===== src/rtl/adder_chunk.sv =====
// Combinational CHUNK-wide adder slice: one instance per pipeline stage.
module adder_chunk #(
    parameter int unsigned CHUNK = 4
) (
    input  logic [CHUNK-1:0] i_a,
    input  logic [CHUNK-1:0] i_b,
    input  logic             i_carry,
    output logic [CHUNK-1:0] o_sum_c,
    output logic             o_carry_c
);
    localparam int unsigned SUM_W = CHUNK + 1;

    assign {o_carry_c, o_sum_c} = SUM_W'(i_a) + SUM_W'(i_b) + SUM_W'(i_carry);

endmodule


===== src/rtl/pipelined_adder.sv =====
// WIDTH-bit adder split into STAGES chunk-wide pipeline stages with a
// valid/ready stream handshake; every stage advances together on a global enable.
module pipelined_adder #(
    parameter int unsigned WIDTH  = 8,
    parameter int unsigned STAGES = 2
) (
    input  logic             clk,
    input  logic             rst,
    input  logic             in_valid,
    output logic             in_ready,
    input  logic [WIDTH-1:0] in_a,
    input  logic [WIDTH-1:0] in_b,
    input  logic             in_carry,
    output logic             out_valid,
    input  logic             out_ready,
    output logic [WIDTH-1:0] out_sum,
    output logic             out_carry,
    output logic             out_overflow
);
    if (WIDTH < 1 || STAGES < 1 || (WIDTH % STAGES) != 0) begin : g_bad_params
        $error("pipelined_adder: WIDTH must be >= 1 and divisible by STAGES >= 1");
    end

    localparam int unsigned CHUNK = WIDTH / STAGES;

    logic w_adv;

    // The whole pipe moves when the output slot is empty or being drained.
    assign w_adv    = !out_valid || out_ready;
    assign in_ready = w_adv;

    for (genvar k = 0; k < STAGES; k++) begin : g_stage
        localparam int unsigned SUM_W = (k + 1) * CHUNK;
        localparam int unsigned REM_W = WIDTH - SUM_W;

        logic             w_valid;
        logic [CHUNK-1:0] w_a;
        logic [CHUNK-1:0] w_b;
        logic             w_cin;
        logic             w_sa;
        logic             w_sb;
        logic [CHUNK-1:0] w_sum;
        logic             w_cout;
        logic [SUM_W-1:0] w_sum_all;

        logic             r_valid;
        logic [SUM_W-1:0] r_sum;
        logic             r_carry;

        if (k == 0) begin : g_src_in
            assign w_valid   = in_valid;
            assign w_a       = in_a[CHUNK-1:0];
            assign w_b       = in_b[CHUNK-1:0];
            assign w_cin     = in_carry;
            assign w_sa      = in_a[WIDTH-1];
            assign w_sb      = in_b[WIDTH-1];
            assign w_sum_all = w_sum;
        end else begin : g_src_prev
            assign w_valid   = g_stage[k-1].r_valid;
            assign w_a       = g_stage[k-1].g_ops.r_a[CHUNK-1:0];
            assign w_b       = g_stage[k-1].g_ops.r_b[CHUNK-1:0];
            assign w_cin     = g_stage[k-1].r_carry;
            assign w_sa      = g_stage[k-1].g_ops.r_sa;
            assign w_sb      = g_stage[k-1].g_ops.r_sb;
            assign w_sum_all = {w_sum, g_stage[k-1].r_sum};
        end

        adder_chunk #(
            .CHUNK(CHUNK)
        ) u_chunk (
            .i_a      (w_a),
            .i_b      (w_b),
            .i_carry  (w_cin),
            .o_sum_c  (w_sum),
            .o_carry_c(w_cout)
        );

        always_ff @(posedge clk) begin
            if (rst) begin
                r_valid <= 1'b0;
                r_sum   <= '0;
                r_carry <= 1'b0;
            end else if (w_adv) begin
                r_valid <= w_valid;
                r_sum   <= w_sum_all;
                r_carry <= w_cout;
            end
        end

        if (k < STAGES - 1) begin : g_ops
            // Upper chunks not yet added, plus operand signs for the final stage.
            logic [REM_W-1:0] w_rem_a;
            logic [REM_W-1:0] w_rem_b;
            logic [REM_W-1:0] r_a;
            logic [REM_W-1:0] r_b;
            logic             r_sa;
            logic             r_sb;

            if (k == 0) begin : g_rem_in
                assign w_rem_a = in_a[WIDTH-1:CHUNK];
                assign w_rem_b = in_b[WIDTH-1:CHUNK];
            end else begin : g_rem_prev
                assign w_rem_a = g_stage[k-1].g_ops.r_a[REM_W+CHUNK-1:CHUNK];
                assign w_rem_b = g_stage[k-1].g_ops.r_b[REM_W+CHUNK-1:CHUNK];
            end

            always_ff @(posedge clk) begin
                if (rst) begin
                    r_a  <= '0;
                    r_b  <= '0;
                    r_sa <= 1'b0;
                    r_sb <= 1'b0;
                end else if (w_adv) begin
                    r_a  <= w_rem_a;
                    r_b  <= w_rem_b;
                    r_sa <= w_sa;
                    r_sb <= w_sb;
                end
            end
        end else begin : g_last
            logic r_ovf;

            // Signed overflow: equal operand signs but the result sign differs.
            always_ff @(posedge clk) begin
                if (rst) begin
                    r_ovf <= 1'b0;
                end else if (w_adv) begin
                    r_ovf <= (w_sa == w_sb) && (w_sum[CHUNK-1] != w_sa);
                end
            end
        end
    end

    assign out_valid    = g_stage[STAGES-1].r_valid;
    assign out_sum      = g_stage[STAGES-1].r_sum;
    assign out_carry    = g_stage[STAGES-1].r_carry;
    assign out_overflow = g_stage[STAGES-1].g_last.r_ovf;

endmodule


===== config.mk =====
export PLATFORM = sky130hd
export DESIGN_NAME = pipelined_adder
export DESIGN_NICKNAME = d
export VERILOG_FILES = /design/src/rtl/adder_chunk.sv /design/src/rtl/pipelined_adder.sv
export SDC_FILE = /design/constraint.sdc
export NUM_CORES = 1
export LEC_CHECK = 0
export CORE_ASPECT_RATIO = 1.5
export CORE_MARGIN = 2
export CORE_UTILIZATION = 50
export DETAILED_ROUTE_END_ITERATION = 10
export PLACE_DENSITY = 0.86
export SLEW_MARGIN = 20
export SYNTH_ARGS = -nofsm -noshare
export SYNTH_HDL_FRONTEND = slang
export SYNTH_SLANG_ARGS = --single-unit

===== constraint.sdc =====
create_clock -name clk -period 2.9 [get_ports clk]
set_input_delay 0.58 -clock clk [delete_from_list [all_inputs] [get_ports clk]]
set_output_delay 0.58 -clock clk [all_outputs]
set_load 0.03 [all_outputs]

==> results of run 1 <==
## report_power, final
group / internal [mW] / switching (mW)
clock network: 0.0517 / 0.103
registers: 0.373 / 0.0172
logic: 0.0902 / 0.0887
total: 0.515 / 0.209
## layout make-up
class,instances,area share (%)
Clock buffer,3,1.46
Timing Repair Buffer,35,22.2
Tap cell,23,1.86
Clock inverter,1,0.324
Sequential cell,25,32.4
Inverter,4,0.972
Multi-Input combinational cell,98,40.8
## layer usage
layer	up-vias	routed length (µm)
met5	-	0
met4	0	55
met3	5	96
met2	28	1270
met1	481	960
li1	519	-
## cell families after synthesis
group	synth area share (%)
flip-flops	42.1
XOR/XNOR	1.48
buffers and inverters	4.85
adder cells (fa/ha/maj)	13.1
AO/OA/AOI/OAI	17.4
AND/OR/NAND/NOR	21.1
## cells in the mapped netlist (2+ instances only)
master	count
nand2_1	35
dfxtp_1	25
a21oi_1	19
nor2_1	7
ha_1	6
a211oi_1	4
buf_2	4
fa_1	4
inv_1	4
nand3b_1	4
a2111o_1	3
clkbuf_1	3
a21o_1	2
o211ai_1	2
xnor2_1	2
## worst paths after layout
kind,depth (start not counted),start,end
setup / recovery,4,out_ready,in_ready
hold / removal,2,out_sum[2],out_sum[2]
setup reg to reg,6,g_stage[0].r_carry,out_carry
hold reg to reg,2,out_sum[2],out_sum[2]
## registers in the layout, indices dropped and copies added, names as in the netlist
name and cells:
out_valid 1, g_stage.g_ops.r_a 4, g_stage.g_ops.r_b 4, out_sum 8, g_stage.r_carry 1, g_stage.r_valid 1
out_carry 1, g_stage.r_sum 4, out_overflow 1
## worst max-delay path, delay by kind of cell
family / cells / cell delay (ps)
buffers and inverters: 3 / 1220
AND/OR/NAND/NOR: 1 / 50
==> run metrics, run 1 <==
mapped cell area 1190 µm²; CP Capture Type output pin; post-route setup TNS 0 ps; CTS H-tree lvls 1; Final Cell Area 1540 µm²; cells after synthesis 135; core area 2230 µm²; PostCTS Resize Cnt 0; area after detailed placement 1520 µm²; Post-Route Utilization 69.1%; critical path's slowest cell clkdlybuf4s50_1; CTS tree built; sequential cell area 500 µm²; worst skew pair latency 320 ps; GRT busiest layer met2; met1 usage 21.7%; die width 43.8 µm; Synth top area share 42.1%; # rows 21; Worst Path Required 2320 ps; Clock Skew 11.2 ps; # fillers 184; via count 1033; final setup margin 472 ps; via count of the first global-routing pass 975; Worst-path clk slew 140 ps; fin cells 189; antenna violations before repair 0; Layout Nets 198; gr usage total 19.6%; area of the multi-input gates 629 µm²; met2 GRT Util 35.1%; final hold vios 0; slack of the worst reg-to-reg path 1290 ps; drt first-iter violations 21; Max-slew headroom 62.4%; chip height 63.7 µm; Cells after DPL 185; #FFs+latches synth 25; hold slack 460 ps; Top FF cell, synth dfxtp_1; min Tclk post-route 2430 ps; hold_buf cts 0; ANT nets after route 0; total CTS buffers 3; post-DP HPWL 1800 µm; Final period util 83.7%; sequential element share of the synthesized area 42.1%; maximum vdd drop 0.000320 V; max incr delay on CP 660 ps; max_cap viols 0; worst slack, placed 378 ps; first-pass GRT wire length 4150 µm; largest net degree at the start of global routing 29; endpoints failing setup 0; Static Leak 0.627 nW; Setup Crit Path Kind in -> out; post-CTS setup buffers 0; RSZ-0062 raised after global routing false; Synth cell types 26; area grow syn2layout 30.0%; clk sinks 25; crit-path most repeated cell clkdlybuf4s50_1; CP Launch Type input pin; CTS root buf clkbuf_4; asr flop ratio synth 0%; die area 2790 µm²; pwr dens 469 nW/µm²; number of flops mapped to enable cells by yosys 0; fmax 412 MHz; met3 GRT Util 1.72%; final max-slew violation count 0; DRC 0; status complete, no violations; PortBufs 32; most common cell after layout, fill and taps aside nand2_1; most frequent cells in the layout nand2_1, clkdlybuf4s50_1, dfxtp_1; main area contributors after synthesis dfxtp_1, nand2_1, a21oi_1; Arr. time, crit path 1850 ps; gp weighted congestion 0.821; total power 0.724 mW; Clock Tree Buf Depth 2; crit-path max FO 2; GRT overflow 0; drt pass-1 iters 4; Wirelength per Cell 12.6 µm; worst min path class reg -> reg; Post-Syn Nets 166; leading area contributor after synthesis dfxtp_1; Post-Syn Area per Cell 8.80 µm²; I/O pin total 33; crit-path cells clkdlybuf4s50_1 > nor2b_4 > inv_1 > clkdlybuf4s50_1; final wirelength 2380 µm; Slew @ Worst Pin 562 ps; warnings from Yosys 0; n_diodes 0; ratio of cells with drive above 1 in the final layout 6.63%; Initial Utilization 53.2%; Vias/cell 5.47
Power figures use the tool's default switching activity.
==> run 2, diff against run 1 <==
--- a/config.mk
+++ b/config.mk
@@ -7,9 +7,9 @@
 export LEC_CHECK = 0
 export CORE_ASPECT_RATIO = 1.5
 export CORE_MARGIN = 2
-export CORE_UTILIZATION = 50
+export CORE_UTILIZATION = 42
 export DETAILED_ROUTE_END_ITERATION = 10
-export PLACE_DENSITY = 0.86
+export PLACE_DENSITY = 0.77
 export SLEW_MARGIN = 20
 export SYNTH_ARGS = -nofsm -noshare
 export SYNTH_HDL_FRONTEND = slang
==> constraint.sdc (replaced) <==
create_clock -name clk -period 2 [get_ports clk]
set_input_delay 0.4 -clock clk [delete_from_list [all_inputs] [get_ports clk]]
set_output_delay 0.4 -clock clk [all_outputs]
set_load 0.03 [all_outputs]
==> run 2 against run 1 <==
  * Worst setup slack worse by 420 ps
  * Sequential share of layout area down 1.5 points
  * Sequential power up 45%
  * Critical path depth up 2
  * Hold slack worse by 4.0 ps
  * Final area up 4.8%
  * Wire length up 2.3%
  * Clock skew down 7.9 ps
  * Total power up 57%
  * Clock power up 94%
  * Die area up 18%
  * Critical endpoint is now g_stage[0].r_carry
  * Largest cell class unchanged
  * Highest routed layer unchanged
==> run metrics, run 2 (synthesis gave the netlist of run 1 again) <==
Worst Path Required 2160 ps; min Tclk post-route 1950 ps; CTS root buf clkbuf_8; maximum vdd drop 0.000438 V; Layout Nets 203; Setup crit end g_stage[0].r_carry; depth of the worst register-to-register path 4; final hold vios 0; most frequent cells in the layout nand2_1, clkdlybuf4s50_1, dfxtp_1; hold_buf cts 0; critical path's slowest cell clkdlybuf4s50_1; max incr delay on CP 430 ps; worst min path class reg -> reg; most common cell after layout, fill and taps aside nand2_1; CP Launch Type input pin; Cells after DPL 204; via count of the first global-routing pass 1020; Post-Route Utilization 60.4%; max_cap viols 0; antenna violations before repair 0; gp weighted congestion 0.729; fmax 513 MHz; crit-path max FO 2; drt pass-1 iters 4; clk sinks 25; GRT overflow 0; I/O pin total 33; Setup crit start in_a[0]; WP depth 6; PortBufs 32; Arr. time, crit path 2110 ps; Clock Skew 3.28 ps; post-CTS setup buffers 0; gr usage total 17.2%; die area 3280 µm²; die width 47.4 µm; reg2reg end out_sum[5]; worst skew pair latency 270 ps; worst r2r src g_stage[0].r_carry; RSZ-0062 raised after global routing false; max reg flops 8; sequential cell area 500 µm²; Wirelength per Cell 11.7 µm; CP Capture Type flop; # rows 23; final max-slew violation count 0; total CTS buffers 3; crit-path cells clkdlybuf4s50_1 > fa_2 > fa_1 > a21o_1 > a211oi_1 > nor3_1; Vias/cell 4.96; area after detailed placement 1570 µm²; post-route setup TNS 0 ps; Worst-path clk slew 90 ps; pwr dens 701 nW/µm²; core area 2680 µm²; min-delay src out_sum[6]; Initial Utilization 44.4%; CP Buf/Inv Count 1; status complete, no violations; drt first-iter violations 37; slack of the worst reg-to-reg path 450 ps; Clock Tree Buf Depth 2; Static Leak 0.659 nW; DRC 0; area grow syn2layout 36.2%; via count 1032; ANT nets after route 0; n_diodes 0; Final period util 97.4%; Setup Crit Path Kind in -> reg; area of the multi-input gates 632 µm²; CTS H-tree lvls 1; post-DP HPWL 1920 µm; first-pass GRT wire length 4230 µm; fin cells 208; final wirelength 2430 µm; Max-slew headroom 78.4%; Worst path top cell family by delay adder cells; ratio of cells with drive above 1 in the final layout 10.5%; # fillers 247; worst slack, placed -323 ps; final setup margin 51.9 ps; hold slack 456 ps; chip height 69.1 µm; CTS tree built; largest net degree at the start of global routing 16; total power 1.13 mW; Slew @ Worst Pin 323 ps; endpoints failing setup 0; Final Cell Area 1620 µm²; Worst Hold Depth 2
run 2: cell count changes in the layout (fill, tap and decap cells not counted), sizes merged:
| cell | change |
|---|---|
| buf | +6 |
| clkdlybuf4s50 | -1 |
run 2: worst min path at each step:
stage / to / slack, ps
CTS: out_sum[6] / 460
finish: out_sum[6] / 460
global route: out_sum[3] / 480
detailed placement: out_sum[6] / 450
floorplan: g_stage[0].r_sum[0] / 430
global placement: g_stage[0].r_sum[0] / 440
run 2: tightest hold or removal path, cell delays in order (launching register included):
cell	delay, ps
dfxtp_1	320
nand2_1	50
a21oi_1	50
run 2: layer usage:
layer	share of wire, %	wire (µm)	track usage, %	vias to the layer above
li1	-	-	-	528
met5	0	0	0	-
met3	2.8	69	2.36	5
met2	54	1310	29.1	20
met4	1.6	38	6.48	0
met1	42	1020	20.6	479
run 2: layout make-up:
type | count | area share (%)
multi-input combinational | 98 | 39.1
sequential | 25 | 30.9
timing repair buffer | 40 | 23.4
tap | 37 | 2.86
clock buffer | 3 | 2.55
inverter | 4 | 0.928
clock inverter | 1 | 0.309
run 2: what timing repair did:
action,4_1_cts,5_1_grt
gates resized for setup,1,0
hold endpoints to repair,0,0
setup endpoints to repair,2,0
run 2: report_power, final:
part	total, mW	switching [mW]	internal, mW
Clock	0.301	0.161	0.140
Combinational	0.268	0.132	0.136
Sequential	0.565	0.0244	0.541
==> run 3, diff against run 2 <==
--- a/config.mk
+++ b/config.mk
@@ -10,6 +10,7 @@
 export CORE_UTILIZATION = 42
 export DETAILED_ROUTE_END_ITERATION = 10
 export PLACE_DENSITY = 0.77
+export REMOVE_ABC_BUFFERS = 1
 export SLEW_MARGIN = 20
 export SYNTH_ARGS = -nofsm -noshare
 export SYNTH_HDL_FRONTEND = slang
==> run 3 against run 2 <==
  * Count of clock-buffer cells in the layout stayed put
  * Sequential share of layout area is 0.24 points lower
  * Global-route usage is 1.2 points lower
  * Register-to-register slack better by 30 ps
  * Worst setup slack better by 56 ps
  * Critical path depth stayed put
  * Flip-flop and latch count stayed put
  * Critical endpoint unchanged
==> run metrics, run 3 (synthesis gave the netlist of run 1 again) <==
gr usage total 16.0%; n_diodes 0; area of the multi-input gates 644 µm²; Static Leak 0.661 nW; # rows 23; worst skew pair latency 260 ps; top layer in use met4; Arr. time, crit path 2050 ps; Final period util 94.6%; worst min path class reg -> reg; CP Launch Type input pin; Layout Nets 203; I/O pin total 33; ratio of cells with drive above 1 in the final layout 12.3%; final wirelength 2390 µm; Clock Skew 2.26 ps; Seq pwr share 50.2%; min Tclk post-route 1890 ps; most common cell after layout, fill and taps aside nand2_1; fmax 529 MHz; Wirelength per Cell 11.5 µm; internal power component 0.819 mW; total CTS buffers 3; core area 2680 µm²; largest net degree at the start of global routing 25; Worst-path clk slew 80 ps; # fillers 230; Clock Tree Buf Depth 2; Post-Route Utilization 60.9%; max reg flops 8; Max-slew headroom 78.8%; drt first-iter violations 13; via count of the first global-routing pass 978; die area 3280 µm²; maximum vdd drop 0.000450 V; metal3 WL 71 µm; final hold vios 0; met1 WL 995 µm; drt pass-1 iters 4; most frequent cells in the layout nand2_1, clkdlybuf4s50_1, dfxtp_1; CP Capture Type flop; final max-slew violation count 0; post-DP HPWL 1900 µm; via count 1031; post-route setup TNS 0 ps; die width 47.4 µm; PortBufs 32; status complete, no violations; CTS root buf clkbuf_8; Switching Share 27.3%; Worst Path Required 2160 ps; ANT nets after route 0; max_cap viols 0; GRT overflow 0; Slew @ Worst Pin 317 ps; CTS H-tree lvls 1; CTS tree built; Setup Crit Path Kind in -> reg; crit-path max FO 2; combinational group share of total power 24.3%; Clock Power Share 25.6%; Initial Utilization 44.4%; total power 1.13 mW; switching power 0.307 mW; first-pass GRT wire length 4010 µm; hold slack 453 ps; clk sinks 25; sequential cell area 500 µm²; Vias/cell 4.96; DRC 0; endpoints failing setup 0; gp weighted congestion 0.744; antenna violations before repair 0; pwr dens 690 nW/µm²; area grow syn2layout 37.3%; RSZ-0062 raised after global routing false; DR WL met2 1290 µm; chip height 69.1 µm
==> run 3: final timing paths <==
check	startpoint	to	slack [ps]	depth (start not counted)
worst max register to register	g_stage[0].r_carry	out_sum[5]	480	4
worst max-delay path	in_a[0]	g_stage[0].r_carry	110	6
worst min register to register	out_sum[3]	out_sum[3]	450	2
worst min-delay path	out_sum[3]	out_sum[3]	450	2
==> run 3: power by group through the flow <==
stage                     registers, mW  clock network, mW  logic (mW)
final                             0.565              0.288       0.273
after global routing              0.570              0.314       0.302
after floorplan                   0.611                  0       0.107
after CTS                         0.565              0.300       0.271
after global placement            0.574                  0       0.260
after detailed placement          0.576                  0       0.270
==> run 3: worst max-delay path, cell delays in order <==
cell             delay, ps
clkdlybuf4s50_1        430
fa_2                   410
fa_2                   350
a21o_1                 170
a211oi_2               220
nor3_1                  70
==> run 3: repair_timing <==
action                                 in CTS  in global routing
resized for setup                           1                  3
hold buffers                                0                  0
setup endpoints to repair                   2                  2
endpoints found under the hold margin       0                  0
setup buffers                               0                  0
==> run 3: stage by stage <==
step / setup slack (ps) / cells / area, µm²
global placement: -265 / 204 / 1570
global route: 24.7 / 208 / 1630
CTS: 23.9 / 208 / 1620
finish: 108 / 208 / 1630
floorplan: 175 / 127 / 1140
detailed placement: -320 / 204 / 1570
==> run 3: routing by layer <==
metal  global-route usage, %  vias up
met5                       0        -
met4                    6.48        0
met3                    1.57        4
met2                    28.2       18
met1                    18.2      483
li1                        -      526
==> run 3: cell type report <==
| cell class | instances | area share [%] |
|---|---|---|
| Timing Repair Buffer | 40 | 23.2 |
| Multi-Input combinational cell | 98 | 39.5 |
| Clock inverter | 1 | 0.307 |
| Clock buffer | 3 | 2.53 |
| Tap cell | 37 | 2.84 |
| Sequential cell | 25 | 30.7 |
| Inverter | 4 | 0.921 |
